$ cat config.mk
export PLATFORM = sky130hd
export DESIGN_NAME = hilo_muldiv_unit
export DESIGN_NICKNAME = d
export VERILOG_FILES = /design/src/rtl/hilo_muldiv_unit_pkg.sv /design/src/rtl/hilo_muldiv_unit_div_core.sv /design/src/rtl/hilo_muldiv_unit.sv
export SDC_FILE = /design/constraint.sdc
export NUM_CORES = 2
export LEC_CHECK = 0
export CORE_MARGIN = 4
export CORE_UTILIZATION = 50
export DETAILED_ROUTE_END_ITERATION = 12
export DONT_BUFFER_PORTS = 1
export PLACE_DENSITY = 0.71
export REMOVE_ABC_BUFFERS = 1
export SETUP_SLACK_MARGIN = 0.02
export SLEW_MARGIN = 20
export SYNTH_ARGS = -nofsm -noshare
export SYNTH_HDL_FRONTEND = slang
export SYNTH_SLANG_ARGS = --single-unit
$ cat constraint.sdc
create_clock -name clk -period 5.9 [get_ports clk]
set_input_delay 1.18 -clock clk [delete_from_list [all_inputs] [get_ports clk]]
set_output_delay 1.18 -clock clk [all_outputs]
set_load 0.02 [all_outputs]
$ cat src/rtl/hilo_muldiv_unit_pkg.sv
// Shared definitions for the HI/LO multiply/divide unit: op encodings, FSM states, default sizes.
package hilo_muldiv_unit_pkg;

   localparam int WIDTH_DEF      = 32;
   localparam int DIV_CYCLES_DEF = 32;

   localparam logic [1:0] OP_MULT  = 2'b00;
   localparam logic [1:0] OP_MULTU = 2'b01;
   localparam logic [1:0] OP_DIV   = 2'b10;
   localparam logic [1:0] OP_DIVU  = 2'b11;

   typedef enum logic [1:0] {
      ST_IDLE    = 2'b00,
      ST_DIV_RUN = 2'b01,
      ST_DIV_FIX = 2'b10
   } state_e;

   // funct[0] clear selects the signed flavour of both MULT and DIV.
   function automatic logic op_is_signed(input logic [1:0] op);
      return ~op[0];
   endfunction

endpackage

$ cat src/rtl/hilo_muldiv_unit_div_core.sv
// Unsigned radix-2 restoring divider: one shift-subtract per cycle over magnitude operands.
module div_radix2_core #(
   parameter int WIDTH      = 32,
   parameter int DIV_CYCLES = 32
) (
   input  logic             clk,
   input  logic             resetn,
   input  logic             start,
   input  logic             abort,
   input  logic [WIDTH-1:0] dividend,
   input  logic [WIDTH-1:0] divisor,
   output logic             busy,
   output logic             last,
   output logic [WIDTH-1:0] quotient,
   output logic [WIDTH-1:0] remainder
);

   localparam int CNT_W = (DIV_CYCLES > 1) ? $clog2(DIV_CYCLES) : 1;

   logic             busy_q;
   logic [CNT_W-1:0] cnt_q;
   logic [WIDTH-1:0] quo_q;
   logic [WIDTH-1:0] rem_q;
   logic [WIDTH-1:0] dsr_q;
   logic [WIDTH:0]   trial;

   // Partial remainder stays below the divisor, so bit WIDTH of the trial is the borrow.
   assign trial = {rem_q, quo_q[WIDTH-1]} - {1'b0, dsr_q};
   assign last  = busy_q && (cnt_q == CNT_W'(DIV_CYCLES - 1));

   always_ff @(posedge clk or negedge resetn) begin
      if (!resetn) begin
         busy_q <= 1'b0;
         cnt_q  <= '0;
         quo_q  <= '0;
         rem_q  <= '0;
         dsr_q  <= '0;
      end else if (abort) begin
         busy_q <= 1'b0;
         cnt_q  <= '0;
      end else if (start) begin
         busy_q <= 1'b1;
         cnt_q  <= '0;
         quo_q  <= dividend;
         rem_q  <= '0;
         dsr_q  <= divisor;
      end else if (busy_q) begin
         if (trial[WIDTH]) begin
            rem_q <= {rem_q[WIDTH-2:0], quo_q[WIDTH-1]};
            quo_q <= {quo_q[WIDTH-2:0], 1'b0};
         end else begin
            rem_q <= trial[WIDTH-1:0];
            quo_q <= {quo_q[WIDTH-2:0], 1'b1};
         end
         if (last) begin
            busy_q <= 1'b0;
            cnt_q  <= '0;
         end else begin
            cnt_q <= cnt_q + CNT_W'(1);
         end
      end
   end

   assign busy      = busy_q;
   assign quotient  = quo_q;
   assign remainder = rem_q;

endmodule

$ cat src/rtl/hilo_muldiv_unit.sv
// HI/LO owner for the execute stage: one-cycle MULT/MULTU, multi-cycle DIV/DIVU, MTHI/MTLO.
// Define HILO_FWD_EN to forward the value being written onto hi_o/lo_o in the same cycle.
module hilo_muldiv_unit
   import hilo_muldiv_unit_pkg::*;
#(
   parameter int WIDTH      = WIDTH_DEF,
   parameter int DIV_CYCLES = DIV_CYCLES_DEF
) (
   input  logic             clk,
   input  logic             resetn,
   input  logic             start,
   input  logic [1:0]       op,
   input  logic [WIDTH-1:0] src_a,
   input  logic [WIDTH-1:0] src_b,
   input  logic             mt_we,
   input  logic [1:0]       hilo_en,
   input  logic [WIDTH-1:0] mt_data,
   input  logic             flush,
   output logic             stall,
   output logic             done,
   output logic [WIDTH-1:0] hi_o,
   output logic [WIDTH-1:0] lo_o
);

   state_e             state_q, state_d;
   logic [WIDTH-1:0]   hi_q, hi_d, lo_q, lo_d;
   logic [WIDTH-1:0]   a_raw_q;
   logic               q_neg_q, r_neg_q, b_zero_q;
   logic               core_start, core_abort, core_busy, core_last;
   logic [WIDTH-1:0]   core_q, core_r;
   logic               sgn;
   logic [WIDTH-1:0]   mag_a, mag_b, fix_lo, fix_hi;
   logic [2*WIDTH-1:0] ext_a, ext_b, prod;

   assign sgn   = op_is_signed(op);
   // Low 2W bits of the product of the extended operands equal the signed or unsigned product.
   assign ext_a = {{WIDTH{sgn & src_a[WIDTH-1]}}, src_a};
   assign ext_b = {{WIDTH{sgn & src_b[WIDTH-1]}}, src_b};
   assign prod  = ext_a * ext_b;
   assign mag_a = (sgn && src_a[WIDTH-1]) ? -src_a : src_a;
   assign mag_b = (sgn && src_b[WIDTH-1]) ? -src_b : src_b;

   // Divide-by-zero bypasses the sign fixes: LO all-ones, HI the untouched dividend.
   assign fix_lo = b_zero_q ? '1 : (q_neg_q ? -core_q : core_q);
   assign fix_hi = b_zero_q ? a_raw_q : (r_neg_q ? -core_r : core_r);

   div_radix2_core #(
      .WIDTH      (WIDTH),
      .DIV_CYCLES (DIV_CYCLES)
   ) u_div_core (
      .clk       (clk),
      .resetn    (resetn),
      .start     (core_start),
      .abort     (core_abort),
      .dividend  (mag_a),
      .divisor   (mag_b),
      .busy      (core_busy),
      .last      (core_last),
      .quotient  (core_q),
      .remainder (core_r)
   );

   always_comb begin
      state_d    = state_q;
      hi_d       = hi_q;
      lo_d       = lo_q;
      stall      = 1'b0;
      done       = 1'b0;
      core_start = 1'b0;
      core_abort = 1'b0;
      unique case (state_q)
         ST_IDLE: begin
            if (start && !flush) begin
               if (op[1]) begin
                  stall      = 1'b1;
                  core_start = 1'b1;
                  state_d    = ST_DIV_RUN;
               end else begin
                  {hi_d, lo_d} = prod;
               end
            end else if (mt_we && !start) begin
               if (hilo_en[1]) hi_d = mt_data;
               if (hilo_en[0]) lo_d = mt_data;
            end
         end
         ST_DIV_RUN: begin
            stall = 1'b1;
            if (flush) begin
               core_abort = 1'b1;
               state_d    = ST_IDLE;
            end else if (core_last) begin
               state_d = ST_DIV_FIX;
            end
         end
         ST_DIV_FIX: begin
            state_d = ST_IDLE;
            if (!flush) begin
               done = 1'b1;
               hi_d = fix_hi;
               lo_d = fix_lo;
            end
         end
         default: state_d = ST_IDLE;
      endcase
   end

   always_ff @(posedge clk or negedge resetn) begin
      if (!resetn) begin
         state_q  <= ST_IDLE;
         hi_q     <= '0;
         lo_q     <= '0;
         a_raw_q  <= '0;
         q_neg_q  <= 1'b0;
         r_neg_q  <= 1'b0;
         b_zero_q <= 1'b0;
      end else begin
         state_q <= state_d;
         hi_q    <= hi_d;
         lo_q    <= lo_d;
         if (core_start) begin
            a_raw_q  <= src_a;
            q_neg_q  <= sgn & (src_a[WIDTH-1] ^ src_b[WIDTH-1]);
            r_neg_q  <= sgn & src_a[WIDTH-1];
            b_zero_q <= (src_b == '0);
         end
      end
   end

`ifdef HILO_FWD_EN
   assign hi_o = hi_d;
   assign lo_o = lo_d;
`else
   assign hi_o = hi_q;
   assign lo_o = lo_q;
`endif

endmodule
After elaboration in Yosys (flattened, before gate mapping):

Cells that the tools add are included.

* register bits: 203
* output and inout bits: 66
* word-level logic and storage cells: 98

* bitwise operators: 6
* multiply operators: 1
* mux-type cells: 45
* reduce and logical (&&, ||, !) cells: 17
* equality and inequality tests: 11
* add/sub/neg operators: 6

Operators with widths (number)
* two-way mux 32 bit: 21
* negator 32 bit: 4
* case mux 32 bit (2 select lines): 2
* multiplier 33 x 33 -> 64 bit: 1
* subtractor 33 x 32 -> 33 bit: 1
* logical NOT 32 bit: 1
* two-way mux 5 bit: 4
* != test 3 bit, second input constant: 5
* two-way mux 1 bit: 12
* AND reduction 5 bit: 2
* two-way mux 2 bit: 4
* != test 2 bit, second input constant: 3
* adder 5 x 1 -> 5 bit, second input constant: 1
* == test 5 bit, second input constant: 1
* logical AND 1 bit: 5
* case mux 2 bit (2 select lines): 1
* AND reduction 2 bit: 2
* nonzero test 2 bit: 2
* bitwise AND 1 bit: 3
* AND reduction 3 bit: 1
* nonzero test 3 bit: 1
* == test 2 x 1 -> 1 bit, second input constant: 1
* == test 2 bit, second input constant: 1
* logical NOT 1 bit: 2
* 4 further kinds: 5

Longest topological paths before layout:

* word-level depth: 6
* depth in mapped cells: 32

Modules after synthesis:

A second synthesis with hierarchy kept.

* cell total of the unflattened synthesis: 6013
* area total of the unflattened synthesis: 52257.6 um^2

Modules (own cells, without submodules)
* hilo_muldiv_unit: instances 1, area an instance 45959.1 um^2, cells an instance 5298
* div_radix2_core: instances 1, area an instance 6298.5 um^2, cells an instance 715

Worst setup path after synthesis:

Ideal clock, no wire load.

* path kind: in2reg
* from: in src_a[31]
* to: reg hi_q[28], in the netlist hi_o[28]
* path slack: -3.725 ns
* arrival time: 9.490 ns
* library setup time: 0.135 ns
* data required time: 5.765 ns
* cell stages on the path: 29
* path buffers: 4
* cell sequence: clkbuf_1 > nor2b_1 > clkbuf_1 > clkbuf_1 > clkbuf_1 > nand2_1 > inv_1 > fa_1 > inv_1 > fa_1 > inv_1 > fa_1 > fa_1 > inv_1 > fa_1 > inv_1 > fa_1 > inv_1 > fa_1 > fa_1 > inv_1 > ha_1 > a21o_1 > a21o_1 > o21bai_1 > a2111oi_2 > o31ai_1 > a2111oi_0 > o41ai_1

* cells in the longest elaborated chain, start to end: 5

Ends and longest elaborated chain
* start: declaration: line hilo_muldiv_unit.sv:13 `input logic [WIDTH-1:0] src_a,`
* bitwise AND 1 bit: line hilo_muldiv_unit.sv:37 `assign ext_a = {{WIDTH{sgn & src_a[WIDTH-1]}}, src_a};`
* multiplier 33 x 33 -> 64 bit (*): line hilo_muldiv_unit.sv:39 `assign prod = ext_a * ext_b;`
* two-way mux 32 bit (*): line hilo_muldiv_unit.sv:74 `if (op[1]) begin`
* two-way mux 32 bit (*): line hilo_muldiv_unit.sv:73 `if (start && !flush) begin`
* case mux 32 bit (2 select lines) (*): line hilo_muldiv_unit.sv:71 `unique case (state_q)`
* end signal: assignment: line hilo_muldiv_unit.sv:118 `hi_q <= hi_d;`
* end: declaration: line hilo_muldiv_unit.sv:26 `logic [WIDTH-1:0] hi_q, hi_d, lo_q, lo_d;`

Mark *: on every way between the ends. The rest lies on a longest branch, timed or not. The select of a mux whose other input is x is not followed.
A chain may end at the register's enable or synchronous reset.

Worst setup path after layout:

* from: in src_a[31]
* to: reg hi_q[31], in the netlist hi_o[31]

The elaborated chain is that of the path after synthesis.

==> results.txt <==
----------------------------------------------------
[Detailed routing]
  Mean number of vias per cell ... slightly below 6
  Wire length on met2 ... ~76,000 microns
  Number of nets with antenna violations after detailed routing ... 0
  Via count of the routed design ... approximately 43,000
  Sum of routed wire segments on met1 ... ~63,000 microns
  Router iterations before antenna repair ... 6
  Routed length per placed instance ... 22.23 microns
  Final routed DRC violation total ... 0
  Max Used Layer ... met5
  Violation count after the first detailed-routing iteration ... ~3,600
  Routed wire length ... about 160,000 microns
  WL met3 ... approximately 17,000 microns

[STA]
  PnR worst setup slack ... -1.907 ns
  Clock period minus worst slack ... between 7 and 8 ns
  Highest achievable clock rate ... 0.1281 GHz
  Slew of the pin with the lowest slew margin ... a little over 1 ns
  Post-Route Skew ... between 0.009 and 0.01 ns
  Final setup violating endpoints ... between 50 and 60
  Number of endpoints with negative hold slack in the final report ... 0
  Worst slew slack as a fraction of its limit ... 31.20%
  Period Utilization, post-route ... 132.3%
  Count of pins over their slew limit ... 0
  RSZ-0062 raised after global routing ... yes

[Finish]
  Layout filler cell count ... about 8,700
  Total area of multi-input combinational cells ... between 0.04 and 0.05 sq mm
  Most common cell after layout, fill and taps aside ... sky130_fd_sc_hd__inv_1
  Number of nets in the layout ... ~7,500
  Area of all sequential standard cells ... just over 0.005 sq mm
  Area growth, synth to finish ... 13.00%
  Final design instance area without fill ... between 0.05 and 0.06 sq mm
  Commonest non-fill, non-tap cells in the layout ... sky130_fd_sc_hd__inv_1 (1,097), sky130_fd_sc_hd__fa_1 (1,094), sky130_fd_sc_hd__nand2_1 (1,025)
  Fraction of layout instances using a drive strength above 1 ... between 10% and 20%

[Placement]
  Post-DP Area ... ~0.055 sq mm
  GP Congestion ... around 0.94
  Sum of net half-perimeters after detailed placement ... between 100,000 and 150,000 microns
  Count of buffers inserted at the top-level ports ... 0

[CTS]
  Clock tree buffer depth ... 3
  Clk sinks ... 203
  Number of buffers created by CTS ... 23
  Clock latency on the worst-skew pair ... between 0.5 and 0.6 ns
  Max H-tree Level ... 1
  Buffer cell driving the clock tree root ... sky130_fd_sc_hd__clkbuf_16
  TritonCTS clock tree ... built
  Clock slew at the register clock pins of the worst setup and hold paths ... about 0.060 ns

[Critical path]
  Critical Path Max Stage Delay ... 0.53 ns
  Signal arrival time at the worst endpoint ... 8.24 ns
  Top fanout value on the critical path ... 35
  Worst EP required ... around 6.3 ns
  Most prevalent standard cell on the critical path ... sky130_fd_sc_hd__fa_1
  Master of the slowest instance on the critical path ... sky130_fd_sc_hd__fa_1
  Number of buffer and inverter stages on the critical path ... 11
  Type of destination of the critical path ... flop
  Setup Crit Path Kind ... input port to flop
  Top delay family on crit path ... adder cells
  Launching element type of the critical path ... input port

[GRT]
  Total congestion overflow ... 0
  Initial antenna violation count ... 14
  GRT Overall Usage ... a little under a third
  Maximum number of pins on one net before global-route repair ... between 200 and 250
  First-pass GRT wire length ... 255,500 microns
  Number of global-route vias before repair ... roughly 46,000

[Synth]
  Multiplexer fraction of the synthesized cell area ... less than 1%
  Adder and majority cell fraction of the synthesized area ... about half
  Dominant combinational cell family by area after synthesis ... adder cells
  Count of distinct cell types in the synthesized netlist ... 85
  Post-synthesis compound-gate area fraction ... approximately 9%
  Area share of the leading cell type in the synthesized netlist ... approximately 43%
  Sequential-to-total area share from yosys stat ... around 9.8%
  Synthesis-stage register bit count ... approximately 200
  Post-synthesis share of cell area spent on and, or, nand and nor gates ... about 16%
  Mean instance size in the synthesized netlist ... about 8.7 sq um
  Async set-reset flop share out of synthesis ... 100.0%
  Cell area after synthesis ... between 0.05 and 0.06 sq mm
  Gate count after technology mapping ... 5,958
  Dominant synthesized flop cell ... sky130_fd_sc_hd__dfrtp_1
  Post-synthesis xor/xnor area fraction ... between 3 and 4%
  Dominant cell type by area after synthesis ... sky130_fd_sc_hd__fa_1
  Yosys warning total ... 0
  Number of synthesized flops with an enable pin ... 0
  Cells taking the most area after synthesis ... sky130_fd_sc_hd__fa_1 (43%), sky130_fd_sc_hd__dfrtp_1 (9.8%), sky130_fd_sc_hd__inv_1 (8.5%)

[Floorplanning]
  Std cell rows ... about 120
  Die Y ... between 300 and 400 microns
  Starting density of the core ... 50.68%
  Area of the core region ... ~0.10 sq mm
  Area of the die ... between 0.1 and 0.15 sq mm
  Horizontal die dimension ... between 300 and 400 microns
  Total I/O pin count ... approximately 170

[Job]
  Number of max-cap violations ... 0

[Outcome]
  Status ... finished, violations left
  Violations in the final reports ... negative setup slack

[Hold path]
  Class of the most critical hold timing path ... input port to asynchronous set/reset pin

----------------------------------------------------
layer usage:
layer  global-route usage [%]  vias up
met2                    48.67     2092
met1                    39.05    21860
met3                    7.286      492
met4                    12.70        2
met5                        0        -
li1                         -    18140
Yosys cell counts, types with 24 or more instances:
master                     count
sky130_fd_sc_hd__a21o_1       51
sky130_fd_sc_hd__a21oi_1     182
sky130_fd_sc_hd__and2_1      357
sky130_fd_sc_hd__and3_1       24
sky130_fd_sc_hd__buf_1        55
sky130_fd_sc_hd__clkbuf_1    320
sky130_fd_sc_hd__dfrtp_1     203
sky130_fd_sc_hd__fa_1       1126
sky130_fd_sc_hd__ha_1        251
sky130_fd_sc_hd__inv_1      1182
sky130_fd_sc_hd__nand2_1    1051
sky130_fd_sc_hd__nand2b_1     29
sky130_fd_sc_hd__nand3_1      60
sky130_fd_sc_hd__nor2_1      152
sky130_fd_sc_hd__nor3_1       44
sky130_fd_sc_hd__o21ai_0     235
sky130_fd_sc_hd__o311ai_0     26
sky130_fd_sc_hd__o31ai_1      38
sky130_fd_sc_hd__xnor2_1     127
sky130_fd_sc_hd__xor2_1       79
state kept, by name (all words and copies together) (netlist names):
register / cells
a_raw_q: 32
hi_o: 32
lo_o: 32
u_div_core.dsr_q: 32
u_div_core.quotient: 32
u_div_core.remainder: 32
u_div_core.cnt_q: 5
state_q: 2
b_zero_q: 1
q_neg_q: 1
r_neg_q: 1
u_div_core.busy: 1
what timing repair did:
action	4_1_cts	5_1_grt
endpoints found under the setup margin	53	54
buffers inserted	50	29
pin swaps	260	250
cloned	0	0
resized for setup	439	201
hold buffers	0	0
endpoints found under the hold margin	0	0
logic make-up after synthesis:
family | after synthesis
buf+inv | 1566
mux | 27
simple gates | 1836
compound gates | 743
xor+xnor | 206
flops | 203
fa+ha+maj | 1377
worst paths after layout:
path                                               from                        to  cells after the start  slack (ns)
min in group clk                            a_raw_q[24]               a_raw_q[24]                      2        0.47
worst max-delay path                          src_a[31]                  hi_o[31]                     31       -1.91
worst min-delay path                             resetn                  lo_o[14]                      0        0.34
max in group asynchronous                        resetn               a_raw_q[15]                      0        5.12
worst max register to register  u_div_core.quotient[31]  u_div_core.remainder[30]                     14        1.65
worst min register to register              a_raw_q[24]               a_raw_q[24]                      2        0.47
cell type report:
| class | count | area share (%) |
|---|---|---|
| Multi-Input combinational cell | 4189 | 73.94 |
| Inverter | 1183 | 7.571 |
| Antenna cell | 14 | 0.05970 |
| Tap cell | 1368 | 2.917 |
| Clock inverter | 11 | 0.2814 |
| Clock buffer | 30 | 1.077 |
| Timing Repair Buffer | 390 | 5.492 |
| Sequential cell | 203 | 8.659 |
worst register-to-register path: cells and delay by family, from the launching register on:
family          cells  cell delay [ns]
flops               1             0.41
fa+ha+maj           2             0.63
simple gates        1             0.13
xor+xnor            1             0.16
compound gates      6             1.82
mux                 1             0.28
buf+inv             3             0.69
through the flow:
step           utilization [%]  setup WS (ns)  TNS [ns]  std cells  hold slack (ns)
2_1_floorplan                -         -4.237   -222.70       5575           0.4368
3_3_place_gp             53.44         -2.727   -108.80       7271           0.4513
3_5_place_dp             53.44         -2.842   -112.08       7271           0.4580
4_1_cts                  56.28         -1.816    -66.26       7354           0.3354
5_1_grt                  57.26         -2.103    -79.85       7384           0.3337
6_report                 57.27         -1.907    -71.82       7388           0.3407
Power is left out: the tool's default activity adds up to more than one toggle a clock period on the data nets, which glitch-free logic cannot reach.
